==> src/rtl/alu_result_stage.sv <==
// Result stage behind the ALU: buffers result words, tracks ZLO/ZHI, and streams
// tagged writeback beats (one for general ops, LO then HI for multiply/divide).
module alu_result_stage #(
    parameter int WIDTH = 32,
    parameter int DEPTH = 2
) (
    input  logic             clock,
    input  logic             clear,
    input  logic [3:0]       op,
    input  logic [WIDTH-1:0] alu_out,
    input  logic [WIDTH-1:0] alu_out2,
    input  logic             in_valid,
    output logic             in_ready,
    output logic             out_valid,
    input  logic             out_ready,
    output logic [WIDTH-1:0] out_data,
    output logic [1:0]       out_dest,
    output logic [WIDTH-1:0] zlo_q,
    output logic [WIDTH-1:0] zhi_q,
    output logic             busy,
    output logic             err_op
);

    localparam int PW = (DEPTH > 1) ? $clog2(DEPTH) : 1;
    localparam int CW = $clog2(DEPTH + 1);

    localparam logic [1:0] DEST_Z  = 2'b00;
    localparam logic [1:0] DEST_LO = 2'b01;
    localparam logic [1:0] DEST_HI = 2'b10;

    typedef enum logic [1:0] {
        IDLE,
        SINGLE,
        BEAT_LO,
        BEAT_HI
    } state_t;

    logic [WIDTH-1:0] lo_mem  [DEPTH];
    logic [WIDTH-1:0] hi_mem  [DEPTH];
    logic             two_mem [DEPTH];

    logic [PW-1:0]    wr_ptr;
    logic [PW-1:0]    rd_ptr;
    logic [PW-1:0]    rd_ptr_inc;
    logic [PW-1:0]    load_idx;
    logic [CW-1:0]    count;

    state_t           state;
    state_t           state_nxt;
    logic [WIDTH-1:0] data_nxt;
    logic [1:0]       dest_nxt;

    logic             op_ok;
    logic             op_two;
    logic             push;
    logic             bad_push;
    logic             pop;

    function automatic logic [PW-1:0] ptr_inc(input logic [PW-1:0] p);
        return (p == PW'(DEPTH - 1)) ? '0 : p + PW'(1);
    endfunction

    assign op_ok     = (op != 4'h0) && (op <= 4'hB);
    assign op_two    = (op == 4'h3) || (op == 4'h4);
    assign in_ready  = (count < CW'(DEPTH));
    assign push      = in_valid & in_ready & op_ok;
    assign bad_push  = in_valid & in_ready & ~op_ok;
    assign out_valid = (state != IDLE);
    assign busy      = (count != '0) | out_valid;

    assign rd_ptr_inc = ptr_inc(rd_ptr);
    // From IDLE the head is loaded; after a pop the entry behind it is next.
    assign load_idx   = (state == IDLE) ? rd_ptr : rd_ptr_inc;

    always_ff @(posedge clock or posedge clear) begin
        if (clear) begin
            wr_ptr <= '0;
            for (int i = 0; i < DEPTH; i++) begin
                lo_mem[i]  <= '0;
                hi_mem[i]  <= '0;
                two_mem[i] <= 1'b0;
            end
        end else if (push) begin
            lo_mem[wr_ptr]  <= alu_out;
            hi_mem[wr_ptr]  <= alu_out2;
            two_mem[wr_ptr] <= op_two;
            wr_ptr          <= ptr_inc(wr_ptr);
        end
    end

    always_ff @(posedge clock or posedge clear) begin
        if (clear) begin
            rd_ptr <= '0;
            count  <= '0;
        end else begin
            if (pop) begin
                rd_ptr <= rd_ptr_inc;
            end
            case ({push, pop})
                2'b10:   count <= count + CW'(1);
                2'b01:   count <= count - CW'(1);
                default: count <= count;
            endcase
        end
    end

    // ZHI only tracks the upper word of multiply/divide results.
    always_ff @(posedge clock or posedge clear) begin
        if (clear) begin
            zlo_q  <= '0;
            zhi_q  <= '0;
            err_op <= 1'b0;
        end else begin
            err_op <= bad_push;
            if (push) begin
                zlo_q <= alu_out;
                if (op_two) begin
                    zhi_q <= alu_out2;
                end
            end
        end
    end

    always_ff @(posedge clock or posedge clear) begin
        if (clear) begin
            state    <= IDLE;
            out_data <= '0;
            out_dest <= DEST_Z;
        end else begin
            state    <= state_nxt;
            out_data <= data_nxt;
            out_dest <= dest_nxt;
        end
    end

    // The head entry stays in the buffer until its last beat is accepted.
    always_comb begin
        state_nxt = state;
        data_nxt  = out_data;
        dest_nxt  = out_dest;
        pop       = 1'b0;
        case (state)
            IDLE: begin
                if (count != '0) begin
                    state_nxt = two_mem[load_idx] ? BEAT_LO : SINGLE;
                    data_nxt  = lo_mem[load_idx];
                    dest_nxt  = two_mem[load_idx] ? DEST_LO : DEST_Z;
                end
            end
            SINGLE, BEAT_HI: begin
                if (out_ready) begin
                    pop = 1'b1;
                    if (count > CW'(1)) begin
                        state_nxt = two_mem[load_idx] ? BEAT_LO : SINGLE;
                        data_nxt  = lo_mem[load_idx];
                        dest_nxt  = two_mem[load_idx] ? DEST_LO : DEST_Z;
                    end else begin
                        state_nxt = IDLE;
                        data_nxt  = '0;
                        dest_nxt  = DEST_Z;
                    end
                end
            end
            BEAT_LO: begin
                if (out_ready) begin
                    state_nxt = BEAT_HI;
                    data_nxt  = hi_mem[rd_ptr];
                    dest_nxt  = DEST_HI;
                end
            end
            default: begin
                state_nxt = IDLE;
                data_nxt  = '0;
                dest_nxt  = DEST_Z;
            end
        endcase
    end

endmodule

==> config.mk <==
export PLATFORM = sky130hd
export DESIGN_NAME = alu_result_stage
export DESIGN_NICKNAME = d
export VERILOG_FILES = /design/src/rtl/alu_result_stage.sv
export SDC_FILE = /design/constraint.sdc
export NUM_CORES = 1
export LEC_CHECK = 0
export ABC_CLOCK_PERIOD_IN_PS = 11000
export BUFFER_PORTS_ARGS = -buffer_cell sky130_fd_sc_hd__buf_2
export CORE_UTILIZATION = 35
export CTS_CLUSTER_DIAMETER = 100
export DETAILED_ROUTE_END_ITERATION = 8
export PLACE_DENSITY = 0.62
export REMOVE_ABC_BUFFERS = 1
export SETUP_SLACK_MARGIN = 0.05
export SYNTH_ARGS = -nofsm -noshare
export SYNTH_HDL_FRONTEND = slang
export SYNTH_SLANG_ARGS = --single-unit
export TNS_END_PERCENT = 30
==> constraint.sdc <==
create_clock -name clock -period 11 [get_ports clock]
set_input_delay 2.2 -clock clock [delete_from_list [all_inputs] [get_ports clock]]
set_output_delay 2.2 -clock clock [all_outputs]
set_load 0.02 [all_outputs]
* Word-level counts from Yosys, hierarchy flattened *
Index checks and enable logic that the tools add are counted.

word-level totals
  bits of input ports = 72
  logic and storage cells = 94
  flip-flop bits (word level) = 235
  output and inout port bits = 102

cells by class
  bitwise gates (word level) = 8
  reduce and logical (&&, ||, !) cells = 11
  mux-type cells = 39
  add/sub/neg operators = 4
  eq/ne operators = 10
  $lt $le $gt $ge = 7

operators by type and width
  cell                                                                             number
  32-bit two-way mux                                                               11
  64-bit bitwise mux                                                               2
  32-bit one-hot mux with 3 select lines                                           1
  32-bit demux with 1-bit select                                                   1
  2-bit two-way mux                                                                8
  2-bit one-hot mux with 3 select lines                                            2
  1-bit two-way mux                                                                11
  2-bit == test, second input constant                                             3
  2-bit >= comparator, second input constant                                       3
  2-bit inequality test, second input constant                                     3
  1-bit inverter with 2-bit output                                                 3
  2-bit nonzero test                                                               3
  2-bit by 1-bit == test with 1-bit output, second input constant                  2
  4-bit by 2-bit == test with 1-bit output, second input constant                  1
  4-bit by 3-bit == test with 1-bit output, second input constant                  1
  4-bit less-or-equal comparator, second input constant                            1
  2-bit one-hot mux with 2 select lines                                            1
  4-bit nonzero test                                                               1
  1-bit bitwise AND                                                                3
  3-bit AND reduction                                                              1
  1-bit adder, second input constant                                               2
  2-bit by 1-bit adder with 2-bit output, second input constant                    1
  2-bit bitwise mux                                                                1
  2-bit by 1-bit greater-than comparator with 1-bit output, second input constant  1
  11 further kinds                                                                 12

* Depth between registers and ports, before layout *
  depth in word-level cells = 11
  mapped depth = 8
  mapped depth without buffers = 6

* Worst setup path before layout *
No wires, ideal clock.

  path kind = input to register
  start = in op[1]
  end = reg hi_mem[10] (netlist name)
  data arrival time = 3.549 ns
  data required time = 10.875 ns
  cell stages on the path = 5
  path slack = 7.327 ns
  path buffers = 2
  cells stage by stage = or4_4 -> nand4_1 -> buf_4 -> buf_4 -> mux2_2

between the ends
  cells in the longest elaborated chain, start to end = 3
  elaborated cells on any way between the ends = 4

ends and longest elaborated chain
  item                                                                         RTL line  text
  start, declared                                                              9         input logic [3:0] op,
  4-bit less-or-equal comparator / 4-bit nonzero test (equally long branches)  63        assign op_ok = (op != 4'h0) && (op <= 4'hB);
  1-bit logical AND (*)                                                        63
  1-bit bitwise AND (*)                                                        66        assign push = in_valid & in_ready & op_ok;
  end signal, assigned by index                                                85        hi_mem[wr_ptr] <= alu_out2;
  end, declared                                                                39        logic [WIDTH-1:0] hi_mem [DEPTH];

Mark *: on every way between the ends. The rest lies on a longest branch, timed or not.
A chain may end at the register's enable or synchronous reset.

* Worst setup path after layout *
  start = in in_valid
  end = reg lo_mem[47] (netlist name)

between the ends
  cells in the longest elaborated chain, start to end = 2

ends and longest elaborated chain
  item                            RTL line  text
  start, declared                 12        input logic in_valid,
  1-bit bitwise AND (2 in a row)  66
  end signal, assigned by index   84        lo_mem[wr_ptr] <= alu_out;
  end, declared                   38        logic [WIDTH-1:0] lo_mem [DEPTH];

Every way passes these cells.

==> impl_metrics.ini <==
[outcome]
outcome = complete, no violations

[grt]
grt_max_degree = 121
grtUsageTotal_pct = 16.3
grt_pass1_vias = 6394
antenna_found_initial = 0
grt_first_pass_wirelength_um = 37000
overflow = 0

[floorplanning]
start_util_pct = 36.0
die_y_um = 172
die_w_um = 172
core_um2 = 28200
rows = 61
io_pins = 174
dieArea_um2 = 29700

[yosys]
synth-seq-cells = 235
ys_seq_area_share_pct = 58.0
synth_warnings = 0
ys_types = 37
async_flop_share_pct = 100
synth_area_um2 = 10100
synth_edf_count = 0
ys.flop_type = dfrtp_1
syn_inst = 705
synth.avg_cell_area_um2 = 14.4

[clocking]
cts_max_path_buffers = 3
h-tree-depth = 1
clk_pin_slew_ns = 0.06
cts_tree = yes
ctsHoldBuffers = 0
cts_resized = 0
clock_latency_ns = 0.53
clockRootBuffer = clkbuf_16
postCtsSetupRepairBufs = 0
clkSinkCount = 235
numCtsBuffers = 26

[timing]
skew_ns = 0.00874
fin_tns_setup_ns = 0
fmax_ghz = 0.205
rsz0062_at_grt = false
maxSlewHeadroom_pct = 24.2
period_needed_ns = 4.88
finalSetupViolCount = 0
finalMaxSlewViolations = 0
final.period_utilization_pct = 44.3
layout_setup_ws_ns = 6.12
tightest_slew_ns = 1.14
finalHoldViolations = 0

[power]
ir_drop_mv = 0.164
p_leak_uw = 0.00573
power.density_nw_per_um2 = 337

[cells_and_area]
nNetsFinal = 945
area_growth_pct = 20.5
final_common_cell = dfrtp_1
drive_above_1_share_pct = 49.4
mostFrequentLayoutCells = 234 x dfrtp_1, 173 x buf_2, 160 x mux2_2
diodes = 0

[placed_design]
gp_congestion = 0.702
place_ws_ns = 5.47
hpwl_um = 14400
port_buffers = 173

[drt]
drt-total-wl_um = 23700
dr.pass1.iters = 4
drtAntennaViolNets = 0
wire_per_inst_um = 18.7
drc_errors = 0
vias = 6277
vias_per_cell = 4.95
dr.first_iter.drc_count = 333

[setup_path]
critPathLaunchType = input port
end_kind = flip-flop
cp.required_ns = 11.41
path_max_fanout = 45
worstPathArrival_ns = 5.29
critical_path_class = input port to flip-flop

[flow_run]
cap_violations = 0

[hold_path]
hold_class = flip-flop to flip-flop
[layout make-up]
cell class	count	area [um2]
clock buffers	38	757
clock inverters	10	131
fillers	2617	15900
inverters	21	86.3
multi-input cells	405	3960
flip-flops and latches	235	5880
well taps	378	473
repair buffers	181	926
[metrics by stage]
stage	total power (uW)	instance area [um2]	hold WS (ns)	util (%)	instances
3_3_place_gp	3200	11300	0.464	40.2	1220
3_5_place_dp	3250	11300	0.469	40.2	1220
4_1_cts	4170	12200	0.483	43.4	1268
5_1_grt	4380	12200	0.507	43.4	1268
2_1_floorplan	2730	9890	0.450	-	661
6_report	4110	12200	0.483	43.4	1268
[flip-flops by register name (all words and copies together) (netlist names), named ones only]
signal and flops:
lo_mem 64, out_dest 2, count 2, rd_ptr 1, out_data 32, zlo_q 32
two_mem 2, err_op 1, state 1, zhi_q 32, wr_ptr 1, hi_mem 64
[cell families after synthesis]
| kind of cell | share of synthesized area, % |
|---|---|
| xor+xnor | 0.506 |
| flops | 58.0 |
| mux | 28.6 |
| buf+inv | 3.22 |
| simple gates | 2.58 |
| fa+ha+maj | 0.370 |
| compound gates | 6.74 |
[path summary, 6_finish.rpt]
path | from | to | slack (ns) | cells after the start
max | in_valid | lo_mem[47] | 6.12 | 6
min | out_data[6] | out_data[6] | 0.48 | 2
max reg2reg | count[1] | lo_mem[47] | 7.45 | 5
min reg2reg | out_data[6] | out_data[6] | 0.48 | 2
max in group asynchronous | clear | rd_ptr | 7.12 | 4
min in group asynchronous | clear | zlo_q[24] | 1.81 | 2
[routing by layer]
metal / share of wire, % / routed length, um / GRT usage [%] / up-vias
li1: - / - / - / 2896
met1: 45 / 10700 / 21.6 / 3178
met2: 48 / 11300 / 27.3 / 164
met3: 5.0 / 1190 / 2.88 / 39
met4: 2.2 / 520 / 4.23 / 0
met5: 0 / 0 / 0 / -
[worst max-delay path: stages]
cell	delay, ns
buf_2	0.09
nor2b_1	0.27
nand3_4	0.56
nor2_4	0.83
buf_4	0.82
mux2_2	0.41
[power by group]
part           leakage (uW)  switching [uW]  internal, uW
Clock              0.000436             353           547
Combinational       0.00248             819           792
Sequential          0.00281             300          1300
Total               0.00573            1470          2640
[cells in the mapped netlist (6+ instances only)]
master | count | area [um2]
mux2_2 | 160 | 1800
nor2_1 | 15 | 56.3
o22ai_1 | 14 | 87.6
clkbuf_1 | 17 | 63.8
nand2_1 | 25 | 93.8
o211a_1 | 13 | 130
mux2i_1 | 36 | 360
mux2_4 | 49 | 736
dfrtp_1 | 235 | 5880
a21oi_1 | 27 | 135
o221ai_1 | 15 | 131
buf_6 | 6 | 67.6
a211oi_1 | 13 | 97.6
buf_2 | 15 | 75.1
inv_1 | 21 | 78.8
No activity file was read; power rests on OpenSTA's default activity.
